### config.mk
export PLATFORM = sky130hd
export DESIGN_NAME = an_decode_rr_sched
export DESIGN_NICKNAME = d
export VERILOG_FILES = /design/src/rtl/an_decode_rr_sched.sv
export SDC_FILE = /design/constraint.sdc
export NUM_CORES = 1
export LEC_CHECK = 0
export BUFFER_PORTS_ARGS = -buffer_cell sky130_fd_sc_hd__buf_2
export CAP_MARGIN = 30
export CORE_MARGIN = 5
export CORE_UTILIZATION = 60
export CTS_BUF_LIST = sky130_fd_sc_hd__clkbuf_16
export CTS_CLUSTER_DIAMETER = 200
export DETAILED_ROUTE_END_ITERATION = 10
export PLACE_DENSITY = 0.91
export SLEW_MARGIN = 0
export SYNTH_ARGS = -nofsm -noshare
export SYNTH_HDL_FRONTEND = slang
export SYNTH_SLANG_ARGS = --single-unit
### constraint.sdc
create_clock -name clk -period 15.1 [get_ports clk]
set_input_delay 3.775 -clock clk [delete_from_list [all_inputs] [get_ports clk]]
set_output_delay 3.775 -clock clk [all_outputs]
set_load 0.02 [all_outputs]
### src/rtl/an_decode_rr_sched.sv
// an_decode_rr_sched
//
// Two-channel round-robin front end for a single A=13 AN-code decoder. Each
// channel offers 6-bit codewords on a valid/ready handshake. One codeword per
// cycle is granted into a two-stage pipeline:
//   S1 : registers the granted codeword and its channel tag
//   S2 : Barrett-style reduction into quotient/remainder output registers
// Per-channel saturating counters record how many erroneous (r != 0) results
// have been transferred downstream.
//
// Ports
//   clk, rst                  clock (rising edge), async active-high reset
//   in0_valid/in0_codeword    channel 0 request and codeword
//   in0_ready                 channel 0 codeword accepted this cycle
//   in1_valid/in1_codeword    channel 1 request and codeword
//   in1_ready                 channel 1 codeword accepted this cycle
//   out_valid/out_ready       result handshake
//   out_ch                    channel the result came from
//   out_q, out_r              codeword div 13, codeword mod 13
//   out_error                 out_r != 0
//   clr_cnt                   synchronous clear of both error counters
//   err_cnt0, err_cnt1        saturating error counts per channel

module an_decode_rr_sched #(
  parameter int unsigned CW_W  = 6,
  parameter int unsigned CNT_W = 8
) (
  input  logic             clk,
  input  logic             rst,
  input  logic             in0_valid,
  input  logic [CW_W-1:0]  in0_codeword,
  output logic             in0_ready,
  input  logic             in1_valid,
  input  logic [CW_W-1:0]  in1_codeword,
  output logic             in1_ready,
  output logic             out_valid,
  input  logic             out_ready,
  output logic             out_ch,
  output logic [2:0]       out_q,
  output logic [3:0]       out_r,
  output logic             out_error,
  input  logic             clr_cnt,
  output logic [CNT_W-1:0] err_cnt0,
  output logic [CNT_W-1:0] err_cnt1
);

  // ---------------------------------------------------------------------------
  // Pipeline enable and arbitration
  // ---------------------------------------------------------------------------
  logic en;
  logic any_req;
  logic grant1;      // granted channel when any_req (0 or 1)
  logic do_grant;
  logic prio_q, prio_d;

  logic            s1_valid_q;
  logic            s1_ch_q;
  logic [CW_W-1:0] s1_cw_q;

  // The whole pipeline advances together; a stalled output freezes S1 too.
  assign en = !out_valid || out_ready;

  always_comb begin
    any_req = in0_valid || in1_valid;
    // Channel 1 wins if it is the only requester, or on a tie when prio points at it.
    grant1   = in1_valid && (!in0_valid || prio_q);
    do_grant = en && any_req;
    prio_d   = prio_q;
    if (do_grant) begin
      prio_d = !grant1;
    end
  end

  assign in0_ready = do_grant && !grant1;
  assign in1_ready = do_grant && grant1;

  always_ff @(posedge clk or posedge rst) begin
    if (rst) begin
      prio_q <= 1'b0;
    end else begin
      prio_q <= prio_d;
    end
  end

  // ---------------------------------------------------------------------------
  // Stage 1: capture the granted codeword
  // ---------------------------------------------------------------------------
  always_ff @(posedge clk or posedge rst) begin
    if (rst) begin
      s1_valid_q <= 1'b0;
      s1_ch_q    <= 1'b0;
      s1_cw_q    <= '0;
    end else if (en) begin
      s1_valid_q <= any_req;
      if (any_req) begin
        s1_ch_q <= grant1;
        s1_cw_q <= grant1 ? in1_codeword : in0_codeword;
      end
    end
  end

  // ---------------------------------------------------------------------------
  // Stage 2: reduction by 13
  // ---------------------------------------------------------------------------
  // 78/1024 slightly underestimates 1/13, so q_t is either exact or one short;
  // a single conditional subtract fixes the remainder for every 6-bit input.
  logic [15:0] cw_ext;
  logic [15:0] prod;
  logic [15:0] q_t;
  logic [15:0] q_x13;
  logic [15:0] r_t;
  logic [15:0] q_fix;
  logic [15:0] r_fix;
  logic        unused_bits;

  always_comb begin
    cw_ext = 16'(s1_cw_q);
    prod   = (cw_ext << 1) + (cw_ext << 2) + (cw_ext << 3) + (cw_ext << 6);
    q_t    = prod >> 10;
    q_x13  = q_t + (q_t << 2) + (q_t << 3);
    r_t    = cw_ext - q_x13;
    if (r_t >= 16'd13) begin
      q_fix = q_t + 16'd1;
      r_fix = r_t - 16'd13;
    end else begin
      q_fix = q_t;
      r_fix = r_t;
    end
  end

  // Upper bits are provably zero for 6-bit codewords.
  assign unused_bits = ^{q_fix[15:3], r_fix[15:4]};

  always_ff @(posedge clk or posedge rst) begin
    if (rst) begin
      out_valid <= 1'b0;
      out_ch    <= 1'b0;
      out_q     <= '0;
      out_r     <= '0;
      out_error <= 1'b0;
    end else if (en) begin
      out_valid <= s1_valid_q;
      // Data only move with a real result so a bubble leaves the last value in place.
      if (s1_valid_q) begin
        out_ch    <= s1_ch_q;
        out_q     <= q_fix[2:0];
        out_r     <= r_fix[3:0];
        out_error <= (r_fix[3:0] != 4'd0);
      end
    end
  end

  // ---------------------------------------------------------------------------
  // Error counters
  // ---------------------------------------------------------------------------
  logic             err_xfer;
  logic [CNT_W-1:0] cnt0_d, cnt1_d;

  assign err_xfer = out_valid && out_ready && out_error;

  always_comb begin
    cnt0_d = err_cnt0;
    cnt1_d = err_cnt1;
    if (clr_cnt) begin
      // Clear wins; a transfer in the same cycle is not counted.
      cnt0_d = '0;
      cnt1_d = '0;
    end else if (err_xfer) begin
      if (!out_ch && (err_cnt0 != {CNT_W{1'b1}})) begin
        cnt0_d = err_cnt0 + 1'b1;
      end
      if (out_ch && (err_cnt1 != {CNT_W{1'b1}})) begin
        cnt1_d = err_cnt1 + 1'b1;
      end
    end
  end

  always_ff @(posedge clk or posedge rst) begin
    if (rst) begin
      err_cnt0 <= '0;
      err_cnt1 <= '0;
    end else begin
      err_cnt0 <= cnt0_d;
      err_cnt1 <= cnt1_d;
    end
  end

endmodule

**After elaboration in Yosys (flattened, before gate mapping)**

Index checks and enable logic that the tools add are counted.

- Flip-flop bits (word level): 35
- Bits of input ports: 18
- Output and inout bits: 28
- Word-level logic and storage cells: 56

- Add/sub/neg operators: 10
- Magnitude comparators: 1
- Eq/ne operators: 2
- Muxes and demuxes: 9
- Reduce and logical (&&, ||, !) cells: 23

Operators with widths:

| operator | number |
|---|---|
| 2-to-1 mux 8 bit | 6 |
| adder 8 x 1 -> 8 bit, second input constant | 2 |
| greater-or-equal comparator 16 x 4 -> 1 bit, second input constant | 1 |
| inequality test 8 bit, second input constant | 2 |
| adder 10 x 12 -> 13 bit | 1 |
| adder 9 x 9 -> 10 bit | 1 |
| adder 7 x 8 -> 9 bit | 1 |
| logical AND 1 bit | 8 |
| AND reduction 2 bit | 4 |
| subtractor 6 x 7 -> 8 bit | 1 |
| adder 6 x 6 -> 7 bit | 1 |
| adder 3 x 5 -> 6 bit | 1 |
| 2-to-1 mux 6 bit | 1 |
| nonzero test 2 bit | 3 |
| logical NOT 1 bit | 4 |
| 2-to-1 mux 4 bit | 1 |
| nonzero test 4 bit | 1 |
| subtractor 4 x 3 -> 4 bit, second input constant | 1 |
| adder 3 x 1 -> 3 bit, second input constant | 1 |
| logical OR 1 bit | 3 |
| 2-to-1 mux 3 bit | 1 |

**Logic depth before layout (Yosys ltp)**

Gate-level depths: netlist of run 1.

- Word-level depth: 9
- Depth in mapped cells: 26

**Least setup slack after synthesis of run 1**

OpenSTA, ideal clock, no wires.

- Path type: input to output
- Start: input out_ready
- End: output in0_ready
- Arrival time: 4.751 ns
- Required time: 11.325 ns
- Setup slack: 6.574 ns
- Stages: 3
- Path through: nand2b_1 > o21ai_1 > a21oi_1

- Word-level cells in the longest chain between the ends: 3

Ends and longest elaborated chain:

| what | RTL line | text |
|---|---|---|
| start, declared | 37 | `input logic out_ready,` |
| logical OR 1 bit | 61 | `assign en = !out_valid \|\| out_ready;` |
| logical AND 1 bit | 67 | `do_grant = en && any_req;` |
| logical AND 1 bit | 74 | `assign in0_ready = do_grant && !grant1;` |
| end, declared | 32 | `output logic in0_ready,` |

No other way between the ends.

**Worst setup path after layout of run 1**

Same ends and word-level chain as after synthesis.

==> metrics, run 1 <==
status finished, final reports clean; drt wl/cell 14.4 um; Die ar. 0.00578 sq mm; Post-Syn Area 0.00261 sq mm; placed cell areas 0.00289 sq mm; GRT Overall Usage 20.7%; r2r setup slk 8.91 ns; worst slew pin tran 0.856 ns; Synth Flop Type dfrtp_1; CTS Hold Bufs 0; Post-synth EDFFs 0; Worst R2R End out_error; VDD IR max 0.145 mV; RSZ-0062 raised after global routing no; Critical Path AT 5.12 ns; cts repair resizes 0; crit path capture type output port; Final min period 8.89 ns; synth unique cells 39; largest cells by area after synthesis dfrtp_1, ha_1, fa_1, inv_1, xor2_1; share of cells above drive strength 1 17.4%; Synth top cells by count inv_1, dfrtp_1, ha_1; clk buf depth 2; Rows 24; Crit path required time 11.32 ns; initial core utilization 60.9%; CTS tree built; Final Hold Fails 0; Yosys reg bits 35; final instance area 0.00303 sq mm; H-tree level count 2; worst hold stages 1; syn nets 340; Mapped Avg Cell Area 9.17 sq um; sequential area share after synthesis 33.5%; Ant. Diodes 0; slew margin rel. 42.5%; Hold Path Class flop to flop; Post-CTS Repair Setup Buffers 0; pin count of the biggest net entering global routing 36; hold path startpoint prio_q; first-pass GRT wire length 10100 um; Final setup viols 0; Max FO, Critical Path 10; Die H 76 um; vias per cell 5.66; Tot Pwr 0.000795 W; pins over their slew limit 0; Final period util 58.9%; FF-to-FF path depth 25; Max Cap Viol 0; WL final 5560 um; FMAX 112 MHz; Core ar. 0.00429 sq mm; GRT overflow 0; Synth area leader dfrtp_1; Pwr Density 263 mW/mm^2; Hold Path Sink prio_q; Root Driver clkbuf_16; share of flip-flops with an asynchronous set or reset 100%; Worst Clk Skew 0.00155 ns; TritonCTS buffer count 5; share of the synthesized area in the top cell type 33.5%; DIE WIDTH 76 um; top-count cell post-synth inv_1; Post-DRT Antenna Nets 0; setup_tns 0 ns; CTS Sinks 35; via count 2183; Leakage Power 1.60 nW; router iterations before antenna repair 5; Final GP Congestion 0.870; vias in the first global route 2288; Final HPWL DP 4290 um; NumNets Final 388; CP Launch Type input pin; Clk pin slew, worst setup/hold paths 0.05 ns; Iter 0 DRT Violations 99; Synth warnings 0; WHS 0.469 ns; Layout area overhead 15.7%; Clk Latency, worst-skew pair 0.27 ns; DRC viols 0; reg2reg start s1_cw_q[1]; Buffers on Ports 45; initial antenna violation count 0; worst setup path class input pin to output port; Syn Inst Count 285; num ports 46
==> metrics by stage <==
stage	setup WS, ns	cells	util, %
2_1_floorplan	6.57	285	-
3_3_place_gp	6.35	377	67.1
3_5_place_dp	6.22	378	67.3
4_1_cts	6.22	386	70.5
5_1_grt	6.04	386	70.5
6_report	6.21	386	70.5
==> how the worst max path moves through the flow <==
stage                end  startpoint  cells after the start
2_1_floorplan  in0_ready   out_ready                      3
3_3_place_gp   in0_ready   out_ready                      5
3_5_place_dp   in0_ready   out_ready                      5
4_1_cts        in0_ready   out_ready                      5
5_1_grt        in0_ready   out_ready                      5
6_report       in0_ready   out_ready                      5
==> registers in the layout, summed over array words and instances (netlist names) <==
signal / cells
err_cnt0: 8
err_cnt1: 8
out_ch: 1
out_error: 1
out_q: 3
out_r: 4
out_valid: 1
prio_q: 1
s1_ch_q: 1
s1_cw_q: 6
s1_valid_q: 1
==> logic make-up (layout without fill, tap and decap cells) <==
group	count (synthesis)	in the layout	share of synthesized area, %
xor+xnor	19	19	6.37
fa+ha+maj	37	37	20.3
simple gates	87	87	16.8
flops	35	35	33.5
buf+inv	48	97	7.18
mux	5	5	1.91
compound gates	54	54	13.9
==> worst max-delay path, stage by stage <==
cell      delay (ns)
buf_2           0.09
nand2b_1        0.20
o21ai_1         0.27
a21oi_1         0.52
buf_2           0.27
==> layout make-up <==
cell class | instances | area (sq um)
clock buffer | 5 | 125
clock inverter | 3 | 11.3
fill | 312 | 1270
inverter | 42 | 158
multi-input combinational | 202 | 1550
sequential | 35 | 876
tap | 52 | 65.1
timing repair buffer | 47 | 240
==> layer usage <==
metal  wire (um)  global-route usage, %  vias up  part of all wire [%]
met4         119                   8.36        0                   2.1
met5           0                      0        -                     0
met1        2320                   25.4     1036                    42
met3         283                   4.61       14                   5.1
li1            -                      -     1074                     -
met2        2840                   34.8       59                    51
==> cells in the final DEF (no fill, tap or decap), types with 2 or more instances in the layout <==
cell type / n
buf_2: 45
inv_1: 43
dfrtp_1: 35
ha_1: 28
nand2_1: 26
nor2_1: 25
a21oi_1: 16
xor2_1: 13
o21ai_0: 9
fa_1: 9
nand3_1: 6
nand4_1: 6
xnor2_1: 6
nand2b_1: 6
a222oi_1: 6
a21o_1: 5
mux2i_1: 5
clkbuf_16: 5
o21ai_1: 4
or3_1: 4
and3_1: 4
and2_1: 3
nand3b_1: 2
a211oi_2: 2
a21boi_0: 2
nor4_2: 2
a31oi_1: 2
clkinv_1: 2
buf_4: 2
==> report_power, final <==
group	total (W)	internal [W]	leakage [nW]	switching, W
sequential	0.000129	0.000113	0.447	0.0000162
clock	0.0000944	0.0000592	0.0701	0.0000352
combinational	0.000571	0.000236	1.08	0.000335
Power figures use the tool's default switching activity.
==> run 2: changes to the inputs <==
--- a/config.mk
+++ b/config.mk
@@ -5,14 +5,15 @@
 export SDC_FILE = /design/constraint.sdc
 export NUM_CORES = 1
 export LEC_CHECK = 0
+export ABC_AREA = 1
 export BUFFER_PORTS_ARGS = -buffer_cell sky130_fd_sc_hd__buf_2
 export CAP_MARGIN = 30
 export CORE_MARGIN = 5
-export CORE_UTILIZATION = 60
+export CORE_UTILIZATION = 57
 export CTS_BUF_LIST = sky130_fd_sc_hd__clkbuf_16
 export CTS_CLUSTER_DIAMETER = 200
 export DETAILED_ROUTE_END_ITERATION = 10
-export PLACE_DENSITY = 0.91
+export PLACE_DENSITY = 0.87
 export SLEW_MARGIN = 0
 export SYNTH_ARGS = -nofsm -noshare
 export SYNTH_HDL_FRONTEND = slang
==> constraint.sdc (replaced) <==
create_clock -name clk -period 9.1 [get_ports clk]
set_input_delay 2.275 -clock clk [delete_from_list [all_inputs] [get_ports clk]]
set_output_delay 2.275 -clock clk [all_outputs]
set_load 0.02 [all_outputs]
==> metrics, run 2 <==
cell internal pwr 0.000650 W; DIE WIDTH 79.6 um; sequential area share after synthesis 31.8%; FMAX 177 MHz; Clock power frac 11.9%; Sw Share 52.1%; reg2reg start s1_cw_q[3]; Worst Clk Skew 0.00297 ns; Buffers on Ports 45; commonest non-fill, non-tap cells in the layout nand2_1, inv_1, buf_2, dfrtp_1, ha_1; placed cell areas 0.00307 sq mm; Iter 0 DRT Violations 114; Final Hold Fails 0; CTS tree built; worst setup path class input pin to output port; Pwr Density 423 mW/mm^2; slew margin rel. 67.6%; Clk Latency, worst-skew pair 0.28 ns; Max FO, Critical Path 8; pins over their slew limit 0; Yosys reg bits 35; Syn Inst Count 357; worst hold stages 2; clk buf depth 2; worst slew pin tran 0.485 ns; vias in the first global route 2583; syn nets 412; WL final 5980 um; DRC viols 0; post-placement cell count 468; GRT overflow 0; initial core utilization 58.4%; Final min period 5.66 ns; Leakage Power 1.74 nW; drt wl/cell 12.6 um; share of flip-flops with an asynchronous set or reset 100%; Rows 25; Synth warnings 0; Hold Path Class flop to flop; num ports 46; Layout area overhead 16.3%; Synth Flop Type dfrtp_1; crit path capture type output port; Max Cap Viol 0; top-count cell post-synth nand2_1; Comb power frac 72.6%; Synth area leader dfrtp_1; Crit path required time 6.83 ns; FF-to-FF path depth 30; via count 2516; synth unique cells 31; Worst R2R End out_error; VDD IR max 0.321 mV; Final HPWL DP 4870 um; biggest regs err_cnt0: 8 flops, err_cnt1: 8 flops, s1_cw_q: 6 flops; final instance area 0.00321 sq mm; CTS Hold Bufs 0; Tot Pwr 0.00136 W; Hold Path Sink out_r[2]; Synth top cells by count nand2_1, inv_1, dfrtp_1; share of cells above drive strength 1 17.1%; status finished, final reports clean; first-pass GRT wire length 10600 um; Final period util 62.2%; H-tree level count 2; share of the synthesized area in the top cell type 31.8%; r2r setup slk 3.54 ns; Final GP Congestion 0.895; Die ar. 0.00633 sq mm; GRT Overall Usage 20.9%; setup_tns 0 ns; Core ar. 0.00472 sq mm; RSZ-0062 raised after global routing no; WHS 0.474 ns; pin count of the biggest net entering global routing 25; NumNets Final 463; vias per cell 5.29; Final setup viols 0; sequential power share 15.5%; cts repair resizes 0; Mapped Avg Cell Area 7.72 sq um; final non-filler cell total 476; Clk pin slew, worst setup/hold paths 0.05 ns; Post-CTS Repair Setup Buffers 0; CTS Sinks 35; initial antenna violation count 0; sw power 0.000708 W; Root Driver clkbuf_16; most common cell after layout, fill and taps aside nand2_1; largest cells by area after synthesis dfrtp_1, ha_1, nand2_1, inv_1, fa_1; Die H 79.6 um; Post-Syn Area 0.00276 sq mm; Ant. Diodes 0; Post-synth EDFFs 0; router iterations before antenna repair 4; CP Launch Type input pin; Post-DRT Antenna Nets 0; Critical Path AT 3.39 ns; hold path startpoint out_r[2]; TritonCTS buffer count 5
==> run 2: cell types whose count changed after synthesis, moves of 6 or more <==
| cell | before | now |
|---|---|---|
| a222oi_1 | 6 | 0 |
| inv_1 | 42 | 66 |
| nand2_1 | 26 | 83 |
| nand2b_1 | 6 | 0 |
| nand3_1 | 6 | 22 |
| o211ai_1 | 0 | 6 |
| o21ai_0 | 9 | 18 |
| xnor2_1 | 6 | 0 |
| xor2_1 | 13 | 6 |
==> run 2: worst max-delay path, stage by stage <==
cell and delay [ns]:
buf_2 0.10, nor2_1 0.07, inv_1 0.08, o21ai_0 0.19, nor2_1 0.42, buf_2 0.25
==> run 2: kinds of logic (layout without fill, tap and decap cells) <==
| kind of cell | after synthesis | after routing | share of synthesized area (%) |
|---|---|---|---|
| AOI/OAI and AO/OA | 55 | 55 | 11.9 |
| adders and majority gates | 37 | 37 | 19.2 |
| buffers and inverters | 70 | 122 | 9.53 |
| and+or+nand+nor | 154 | 154 | 25.6 |
| xor gates and xnor gates | 6 | 6 | 1.91 |
| DFF | 35 | 35 | 31.8 |
==> run 2: layout make-up <==
cell class	instances	area, sq um
clock buffers	5	125
repair buffers	46	233
clock inverters	3	16.3
fillers	380	1520
well taps	67	83.8
flip-flops and latches	35	876
multi-input cells	252	1620
inverters	68	255
==> run 2: worst max path at each step <==
| stage | startpoint | to | slack [ns] | cells past startpoint |
|---|---|---|---|---|
| after floorplan | out_ready | in0_ready | 3.77 | 4 |
| after global placement | out_ready | in0_ready | 3.51 | 6 |
| after detailed placement | out_ready | in0_ready | 3.47 | 6 |
| after CTS | out_ready | in0_ready | 3.46 | 6 |
| after global routing | s1_cw_q[3] | out_error | 3.03 | 30 |
| final | out_ready | in0_ready | 3.44 | 6 |
==> run 2: through the flow <==
| stage | worst slack, ns | util [%] |
|---|---|---|
| floorplan | 3.77 | - |
| global placement | 3.51 | 64.9 |
| detailed placement | 3.47 | 64.9 |
| CTS | 3.46 | 67.9 |
| global route | 3.03 | 67.9 |
| finish | 3.44 | 67.9 |
==> run 2: per-layer routing <==
| metal | vias up | wire length [um] | GRT usage (%) |
|---|---|---|---|
| met1 | 1178 | 2400 | 23.9 |
| met3 | 7 | 404 | 3.61 |
| li1 | 1257 | - | - |
| met5 | - | 0 | 0 |
| met4 | 0 | 63 | 7.73 |
| met2 | 74 | 3110 | 38.6 |
==> run 2: power by group through the flow <==
stage	sequential (W)	clock (W)	combinational (W)
after floorplan	0.000234	0	0.000780
after global placement	0.000212	0	0.000949
after detailed placement	0.000212	0	0.000982
after CTS	0.000210	0.000164	0.000992
after global routing	0.000214	0.000172	0.00115
final	0.000210	0.000161	0.000987
